===== src/rtl/dbg_bus_master.sv =====
// Debug-port bus master: queues {sel, word} debug writes in a FIFO and replays
// them as single-beat reads/writes on one master port, with sticky error flags.
module dbg_bus_master #(
    parameter int FIFO_AW        = 5,
    parameter int ADDR_STEP      = 4,
    parameter int TIMEOUT_CYCLES = 256
) (
    input  logic              clk48m,
    input  logic              rst,
    input  logic [31:0]       dbgreg_in,
    input  logic              dbgreg_sel,
    input  logic              dbgreg_strobe,
    input  logic              flag_clr,
    output logic [31:0]       dbgreg_out,
    output logic [31:0]       m_addr,
    output logic [31:0]       m_wdata,
    output logic [3:0]        m_wstrb,
    output logic              m_valid,
    input  logic              m_ready,
    input  logic [31:0]       m_rdata,
    output logic              busy,
    output logic [FIFO_AW:0]  fifo_level,
    output logic              overflow,
    output logic              timeout_err
);
    localparam int              DEPTH    = 1 << FIFO_AW;
    localparam logic [FIFO_AW:0] FULL    = (FIFO_AW + 1)'(DEPTH);
    localparam logic [31:0]     TMO_LAST = (TIMEOUT_CYCLES > 0) ? 32'(TIMEOUT_CYCLES - 1) : 32'd0;

    typedef enum logic {IDLE, ACCESS} state_t;
    state_t state, state_nxt;

    logic [32:0]        mem [DEPTH];
    logic [FIFO_AW-1:0] wr_ptr, rd_ptr;
    logic [32:0]        head;
    logic               pop, push, done, tmo;
    logic [31:0]        addr;
    logic [1:0]         mode;
    logic [31:0]        timer;

    assign head = mem[rd_ptr];
    assign pop  = (state == IDLE) && (fifo_level != '0);
    // A full FIFO still accepts when the head leaves in the same cycle.
    assign push = dbgreg_strobe && ((fifo_level != FULL) || pop);
    assign done = (state == ACCESS) && m_ready;
    assign tmo  = (state == ACCESS) && !m_ready && (TIMEOUT_CYCLES != 0) && (timer == TMO_LAST);
    assign busy = (fifo_level != '0) || (state != IDLE);

    always_ff @(posedge clk48m) begin
        if (push) mem[wr_ptr] <= {dbgreg_sel, dbgreg_in};
    end

    always_ff @(posedge clk48m or posedge rst) begin
        if (rst) begin
            wr_ptr     <= '0;
            rd_ptr     <= '0;
            fifo_level <= '0;
            overflow   <= 1'b0;
        end else begin
            if (push) wr_ptr <= wr_ptr + 1'b1;
            if (pop)  rd_ptr <= rd_ptr + 1'b1;
            case ({push, pop})
                2'b10:   fifo_level <= fifo_level + 1'b1;
                2'b01:   fifo_level <= fifo_level - 1'b1;
                default: fifo_level <= fifo_level;
            endcase
            if (dbgreg_strobe && !push) overflow <= 1'b1;
            else if (flag_clr)          overflow <= 1'b0;
        end
    end

    always_ff @(posedge clk48m or posedge rst) begin
        if (rst) state <= IDLE;
        else     state <= state_nxt;
    end

    always_comb begin
        state_nxt = state;
        case (state)
            IDLE:    if (pop && !head[32]) state_nxt = ACCESS;
            ACCESS:  if (done || tmo)      state_nxt = IDLE;
            default: state_nxt = IDLE;
        endcase
    end

    always_ff @(posedge clk48m or posedge rst) begin
        if (rst) begin
            addr        <= '0;
            mode        <= '0;
            m_addr      <= '0;
            m_wdata     <= '0;
            m_wstrb     <= '0;
            m_valid     <= 1'b0;
            dbgreg_out  <= '0;
            timer       <= '0;
            timeout_err <= 1'b0;
        end else begin
            if (pop) begin
                if (head[32]) begin
                    addr <= {head[31:2], 2'b00};
                    mode <= head[1:0];
                end else begin
                    m_addr  <= addr;
                    m_wdata <= head[31:0];
                    m_wstrb <= mode[0] ? 4'h0 : 4'hf;
                    m_valid <= 1'b1;
                    timer   <= '0;
                end
            end
            if (done) begin
                m_valid <= 1'b0;
                if (mode[0])  dbgreg_out <= m_rdata;
                if (!mode[1]) addr <= addr + 32'(ADDR_STEP);
            end else if (tmo) begin
                m_valid <= 1'b0;
            end else if (state == ACCESS) begin
                timer <= timer + 32'd1;
            end
            if (tmo)           timeout_err <= 1'b1;
            else if (flag_clr) timeout_err <= 1'b0;
        end
    end
endmodule


===== config.mk =====
export PLATFORM = sky130hd
export DESIGN_NAME = dbg_bus_master
export DESIGN_NICKNAME = d
export VERILOG_FILES = /design/src/rtl/dbg_bus_master.sv
export SDC_FILE = /design/constraint.sdc
export NUM_CORES = 2
export LEC_CHECK = 0
export CAP_MARGIN = 25
export CORE_MARGIN = 5
export CORE_UTILIZATION = 56
export DETAILED_ROUTE_END_ITERATION = 6
export PLACE_DENSITY = 0.74
export SLEW_MARGIN = 40
export SYNTH_ARGS = -nofsm -noshare
export SYNTH_HDL_FRONTEND = slang
export SYNTH_SLANG_ARGS = --single-unit

===== constraint.sdc =====
create_clock -name clk48m -period 8.9 [get_ports clk48m]
set_clock_uncertainty 0.2 [all_clocks]
set_input_delay 2.67 -clock clk48m [delete_from_list [all_inputs] [get_ports clk48m]]
set_output_delay 2.67 -clock clk48m [all_outputs]
set_load 0.01 [all_outputs]

# == Word-level counts from Yosys, hierarchy flattened ==
# Memory sizes are Yosys's and may differ from the RTL's.
# Cells that the tools add are included.
# word_totals
inputBits,70
ram_bits,1056
romBits,0
ff_bits,186
wordCells,73
out_inout_bits,110
n_memories,1
latch_bits,0
# memory_table
memory,depth,width,read_ports,rd_clocked_by_memory_dff,wr,line,text
mem,32,33,1,0,1,33,logic [32:0] mem [DEPTH];
# op_classes
n_mux,23
n_shift,0
mul,0
n_div,0
bitwise_logic,2
reduce_logical,22
n_lt_le_gt_ge,0
addsub,6
eq_ne,5
# op_table
cell,count
2-to-1 mux 32 bit,9
adder 32 x 1 -> 32 bit (second input constant),1
adder 32 x 3 -> 32 bit (second input constant),1
== test 32 x 8 -> 1 bit (second input constant),1
case mux 6 bit (2 select lines),1
2-to-1 mux 1 bit,11
adder 5 x 1 -> 5 bit (second input constant),2
AND reduction 2 bit,4
logical AND 1 bit,7
adder 6 x 1 -> 6 bit (second input constant),1
inequality test 6 bit (second input constant),1
nonzero test 2 bit,3
nonzero test 6 bit,1
subtractor 6 x 1 -> 6 bit (second input constant),1
2-to-1 mux 4 bit,1
logical NOT 1 bit,3
logical OR 1 bit,3
inequality test 3 x 1 -> 1 bit (second input constant),1
nonzero test 3 bit,1
== test 2 x 1 -> 1 bit (second input constant),1
== test 2 bit (second input constant),1
inverter 1 bit,2
case mux 1 bit (2 select lines),1

# == Longest topological paths before layout ==
# logic_depth
word_depth,7
mapped_depth,13
mapped_depth_nobuf,12

# == Least setup slack after synthesis ==
# Ideal clock, no wire load.
# synth_timing
path_type,in2reg
start,in dbgreg_strobe
end,mem mem[31][0] (enable)
slack_ps,3344
n_path_buf,1
stages,5
required_time_ps,8277
arrival_ps,4932
path_cell_list,inv_1 > a31oi_1 > nand2_1 > clkbuf_1 > nor2_1
# synth_between
elab_chain_cells,3
# synth_rtl
element,line,text
from (decl),12,"input logic dbgreg_strobe,"
logical AND 1 bit,44,assign push = dbgreg_strobe && ((fifo_level != FULL) || pop);
2-to-1 mux 1 bit,50,"if (push) mem[wr_ptr] <= {dbgreg_sel, dbgreg_in};"
2-to-1 mux 1 bit (implied by the code),50,
to (decl),33,
# No other way between the ends.

# == Final worst setup path ==
# layout_timing
start,in dbgreg_strobe
end,mem mem[18][12] (enable)
# The elaborated chain is that of the path after synthesis.

==> results_tabular.tex <==
\begin{tabular}{lr}
\hline
Metric & Value \\
\hline
\multicolumn{2}{l}{\textbf{Final layout}} \\
Area of all placed cells without fillers & 56700 sq um \\
Fin util & 66.4\% \\
Share of post-route cells with drive strength above 1 & 24.2\% \\
Total of fill cells in the finished design & 5452 \\
Number of nets at the end of the flow & 2821 \\
Area Growth Syn to Fin & 17.3\% \\
\multicolumn{2}{l}{\textbf{Min path}} \\
Worst min-delay path endpoint & m\_wdata[25] \\
Hold-critical path depth & 2 \\
Worst min-delay path startpoint & m\_wdata[25] \\
Tightest Hold Check Type & reg2reg \\
\multicolumn{2}{l}{\textbf{Timing}} \\
Worst hold slack & 0.275 ns \\
Worst Max-Slew Pin Slew & 0.959 ns \\
Final Hold Viols & 0 \\
Relative slew slack & 36.1\% \\
Unrepaired setup endpoints after global routing & no \\
Final critical-path required period & 5.56 ns \\
Share of the clock period used by the worst path after layout & 62.5\% \\
Max Clock Freq & 180 MHz \\
Count of final setup violators & 0 \\
Number of slew-limit violations in the final report & 0 \\
Sum Neg Setup Slack & 0 ns \\
\multicolumn{2}{l}{\textbf{Clock network}} \\
Number of buffers inserted during clock tree synthesis & 118 \\
Post CTS Setup Buffer Count & 0 \\
Number of buffers inserted by hold repair at cts & 0 \\
Clock latency reported for the late side of the worst-skew pair & 0.72 ns \\
\# H-tree levels & 3 \\
Root buffer selected by CTS & sky130\_fd\_sc\_hd\_\_clkbuf\_16 \\
Post-CTS resize count & 0 \\
Clock tree from TritonCTS & built \\
Clock sinks & 1239 \\
Clock transition at the register clock pins on the worst setup and hold paths after CTS & 0.06 ns \\
Clock buffer depth & 3 \\
\multicolumn{2}{l}{\textbf{Synth}} \\
Post-synthesis net count & 2552 \\
Per-instance average area after synthesis & 19.6 sq um \\
Post-Syn Area & 48400 sq um \\
Synth cell types & 64 \\
Number of standard cells after synthesis & 2470 \\
Total number of yosys warnings & 0 \\
Number of synthesized register bits & 1239 \\
EDFF count, synth & 1056 \\
Share of the yosys chip area belonging to registers & 75.0\% \\
Proportion of register bits with asynchronous set or reset after synthesis & 14.8\% \\
Leading register cell type out of synthesis & sky130\_fd\_sc\_hd\_\_edfxtp\_1 \\
\multicolumn{2}{l}{\textbf{Setup path}} \\
Critical path endpoint category & register \\
Cell breakdown of the critical path & clkdlybuf4s50\_1 > inv\_1 > a31oi\_2 > nand2\_1 > nor2\_4 > buf\_8 > buf\_16 \\
Setup crit start kind & input pin \\
Startpoint of the lowest-slack register-to-register path & rd\_ptr[0] \\
Worst reg-to-reg setup slack & 4.48 ns \\
Required time of the critical path & 9.12 ns \\
Total buffers and inverters traversed by the critical path & 4 \\
FF-to-FF End & addr[25] \\
Class of the most critical setup path & in2reg \\
Slowest cell on the critical path & sky130\_fd\_sc\_hd\_\_nand2\_1 \\
Worst-path maximum fanout & 14 \\
Delay-heaviest family, CP & simple AND/OR/NAND/NOR gates \\
Path depth of the worst reg2reg path & 8 \\
Worst Path Arrival & 5.79 ns \\
Delay of the slowest cell on the worst path & 0.72 ns \\
\multicolumn{2}{l}{\textbf{Floorplan}} \\
Die extent in x & 304 um \\
Standard-cell rows & 107 \\
Die Y-Extent & 304 um \\
Boundary Pins & 180 \\
Initial core utilization & 56.7\% \\
Full die area & 92400 sq um \\
Placeable Area & 85400 sq um \\
\multicolumn{2}{l}{\textbf{Global routing}} \\
Global-route wire length before repair & 175 mm \\
Sum of overflow across all layers after global routing & 0 \\
Maximum number of pins on one net before global-route repair & 143 \\
Number of global-route vias before repair & 25800 \\
Antenna violations before repair & 9 \\
Global routing usage summed across all routing layers & 25.4\% \\
\multicolumn{2}{l}{\textbf{Pwr}} \\
Leakage power figure & 0.0190 uW \\
Combinational group share of total power & 33.3\% \\
Power Dens Cells & 328 nW/um\^{}2 \\
Net switching power & 6140 uW \\
Post-route total power & 18600 uW \\
Power share of the sequential group & 39.9\% \\
Proportion of power drawn by the clock network & 26.8\% \\
Internal power consumption & 12500 uW \\
Largest vdd supply drop & 322 uV \\
Switching Fraction & 33.0\% \\
\multicolumn{2}{l}{\textbf{Detailed routing}} \\
Routed Antenna Nets & 0 \\
Ratio of routed vias to standard cells & 6.37 \\
Via Count & 25400 \\
Final routed wire length divided by cell count & 29.5 um \\
Residual DRC count & 0 \\
Number of DRC markers in iteration 0 & 3091 \\
Number of iterations in the first detailed-routing pass & 6 \\
Total wirelength of the detailed-routed design & 118 mm \\
\multicolumn{2}{l}{\textbf{Placement}} \\
Hpwl dp & 74.7 mm \\
Quantity of I/O buffers inserted on ports & 179 \\
Placed inst area & 52700 sq um \\
Final RePlAce weighted congestion & 0.875 \\
\multicolumn{2}{l}{\textbf{Run}} \\
Number of max-cap violations & 0 \\
\multicolumn{2}{l}{\textbf{Status}} \\
Status & completed \\
\hline
\end{tabular}
[cells by family (layout without fill, tap and decap cells)]
logic type                 Yosys count  in the layout  synth area share [%]
AOI/OAI and AO/OA                  191            191                  2.72
xor gates and xnor gates            11             11                 0.199
adders and majority gates           12             12                 0.326
buffers and inverters              146            513                  1.43
DFF                               1239           1239                  75.0
muxes                              423            423                  16.1
other                                0              2                     0
and+or+nand+nor                    448            448                  4.21
[cell usage after synthesis, drive strengths merged (6+ instances only)]
cell | instances | area (sq um)
edfxtp | 1056 | 31700
mux4 | 279 | 6280
nand2 | 210 | 788
dfrtp | 183 | 4580
mux2i | 82 | 821
nor2 | 80 | 300
buf | 68 | 400
clkbuf | 63 | 236
mux2 | 62 | 698
nand3 | 58 | 290
o21ai | 44 | 220
a22oi | 26 | 195
a21oi | 19 | 95.1
nor3 | 16 | 80.1
inv | 15 | 56.3
o22ai | 14 | 87.6
nand4 | 13 | 81.3
and3 | 12 | 75.1
a211oi | 11 | 82.6
and4 | 11 | 96.3
ha | 11 | 138
a221oi | 10 | 87.6
o31ai | 10 | 75.1
or3 | 10 | 62.6
xnor2 | 9 | 78.8
nor4 | 8 | 50.1
o211ai | 8 | 60.1
a311oi | 7 | 61.3
a21o | 6 | 45.0
a31oi | 6 | 37.5
[layer usage]
metal | global-route usage [%] | routed length [um] | vias up
li1 | - | - | 10600
met1 | 36.3 | 45100 | 13300
met2 | 40.5 | 57000 | 1363
met3 | 6.10 | 12400 | 178
met4 | 6.57 | 3000 | 6
met5 | 0 | 39 | -
[worst register-to-register path: stages (launching register included)]
cell	delay, ns
sky130_fd_sc_hd__dfrtp_4	0.57
sky130_fd_sc_hd__buf_12	0.24
sky130_fd_sc_hd__buf_16	0.42
sky130_fd_sc_hd__buf_6	0.68
sky130_fd_sc_hd__mux4_2	0.68
sky130_fd_sc_hd__mux4_2	0.53
sky130_fd_sc_hd__mux2i_1	0.55
sky130_fd_sc_hd__nor2_1	0.14
sky130_fd_sc_hd__a211o_1	0.29
[stage by stage]
stage	worst slack, ns	std cells
CTS	3.36	3978
floorplan	1.06	2470
finish	3.34	3983
global placement	1.91	3706
detailed placement	2.64	3760
global route	3.25	3981
[cell type report]
type	instances	area (sq um)	area share, %
well taps	1144	1430	2.52
repair buffers	280	3320	5.85
clock buffers	150	3190	5.63
diodes	2	5.00	0.00882
inverters	15	63.8	0.112
multi-input cells	1085	11700	20.7
flip-flops and latches	1239	36300	64.0
clock inverters	68	691	1.22
[placed cells by master (no fill, tap or decap), types with 12 or more instances in the layout]
cell type	instances
sky130_fd_sc_hd__and3_1	12
sky130_fd_sc_hd__clkdlybuf4s50_1	173
sky130_fd_sc_hd__nor2_1	46
sky130_fd_sc_hd__nand4_1	13
sky130_fd_sc_hd__a21oi_1	17
sky130_fd_sc_hd__inv_1	14
sky130_fd_sc_hd__buf_4	36
sky130_fd_sc_hd__mux4_2	279
sky130_fd_sc_hd__nor3_1	15
sky130_fd_sc_hd__clkbuf_1	21
sky130_fd_sc_hd__buf_16	25
sky130_fd_sc_hd__dfrtp_1	178
sky130_fd_sc_hd__nand2_1	208
sky130_fd_sc_hd__o21ai_0	43
sky130_fd_sc_hd__a22oi_1	26
sky130_fd_sc_hd__clkbuf_16	120
sky130_fd_sc_hd__clkinv_2	21
sky130_fd_sc_hd__mux2_2	62
sky130_fd_sc_hd__edfxtp_1	1056
sky130_fd_sc_hd__clkinv_1	22
sky130_fd_sc_hd__nor2_4	32
sky130_fd_sc_hd__nand3_1	56
sky130_fd_sc_hd__mux2i_1	81
sky130_fd_sc_hd__o22ai_1	14
sky130_fd_sc_hd__buf_8	31
[power groups by stage]
stage / clock [uW] / sequential (uW) / combinational, uW
global placement: 0 / 7500 / 5920
CTS: 5060 / 7420 / 6170
detailed placement: 0 / 7530 / 6130
global route: 5330 / 7490 / 6590
floorplan: 0 / 7430 / 3750
finish: 4990 / 7430 / 6200
[worst max path at each step]
stage / startpoint / to / slack, ns / depth (start not counted)
floorplan: rst / addr[0] / 1.06 / 1
global placement: dbgreg_strobe / mem[19][11] / 1.91 / 5
detailed placement: dbgreg_strobe / mem[11][8] / 2.64 / 6
CTS: dbgreg_strobe / mem[11][8] / 3.36 / 6
global route: dbgreg_strobe / mem[16][15] / 3.25 / 7
finish: dbgreg_strobe / mem[18][12] / 3.34 / 7
[registers in the layout, indices dropped and copies added, names as in the netlist]
| signal | flops |
|---|---|
| dbgreg_out | 32 |
| overflow | 1 |
| fifo_level | 6 |
| m_addr | 32 |
| m_wdata | 32 |
| wr_ptr | 5 |
| mode | 2 |
| timeout_err | 1 |
| mem | 1056 |
| addr | 32 |
| timer | 32 |
| rd_ptr | 5 |
| m_valid | 1 |
| m_wstrb | 1 |
| state | 1 |
(Power assumes the default switching activity.)
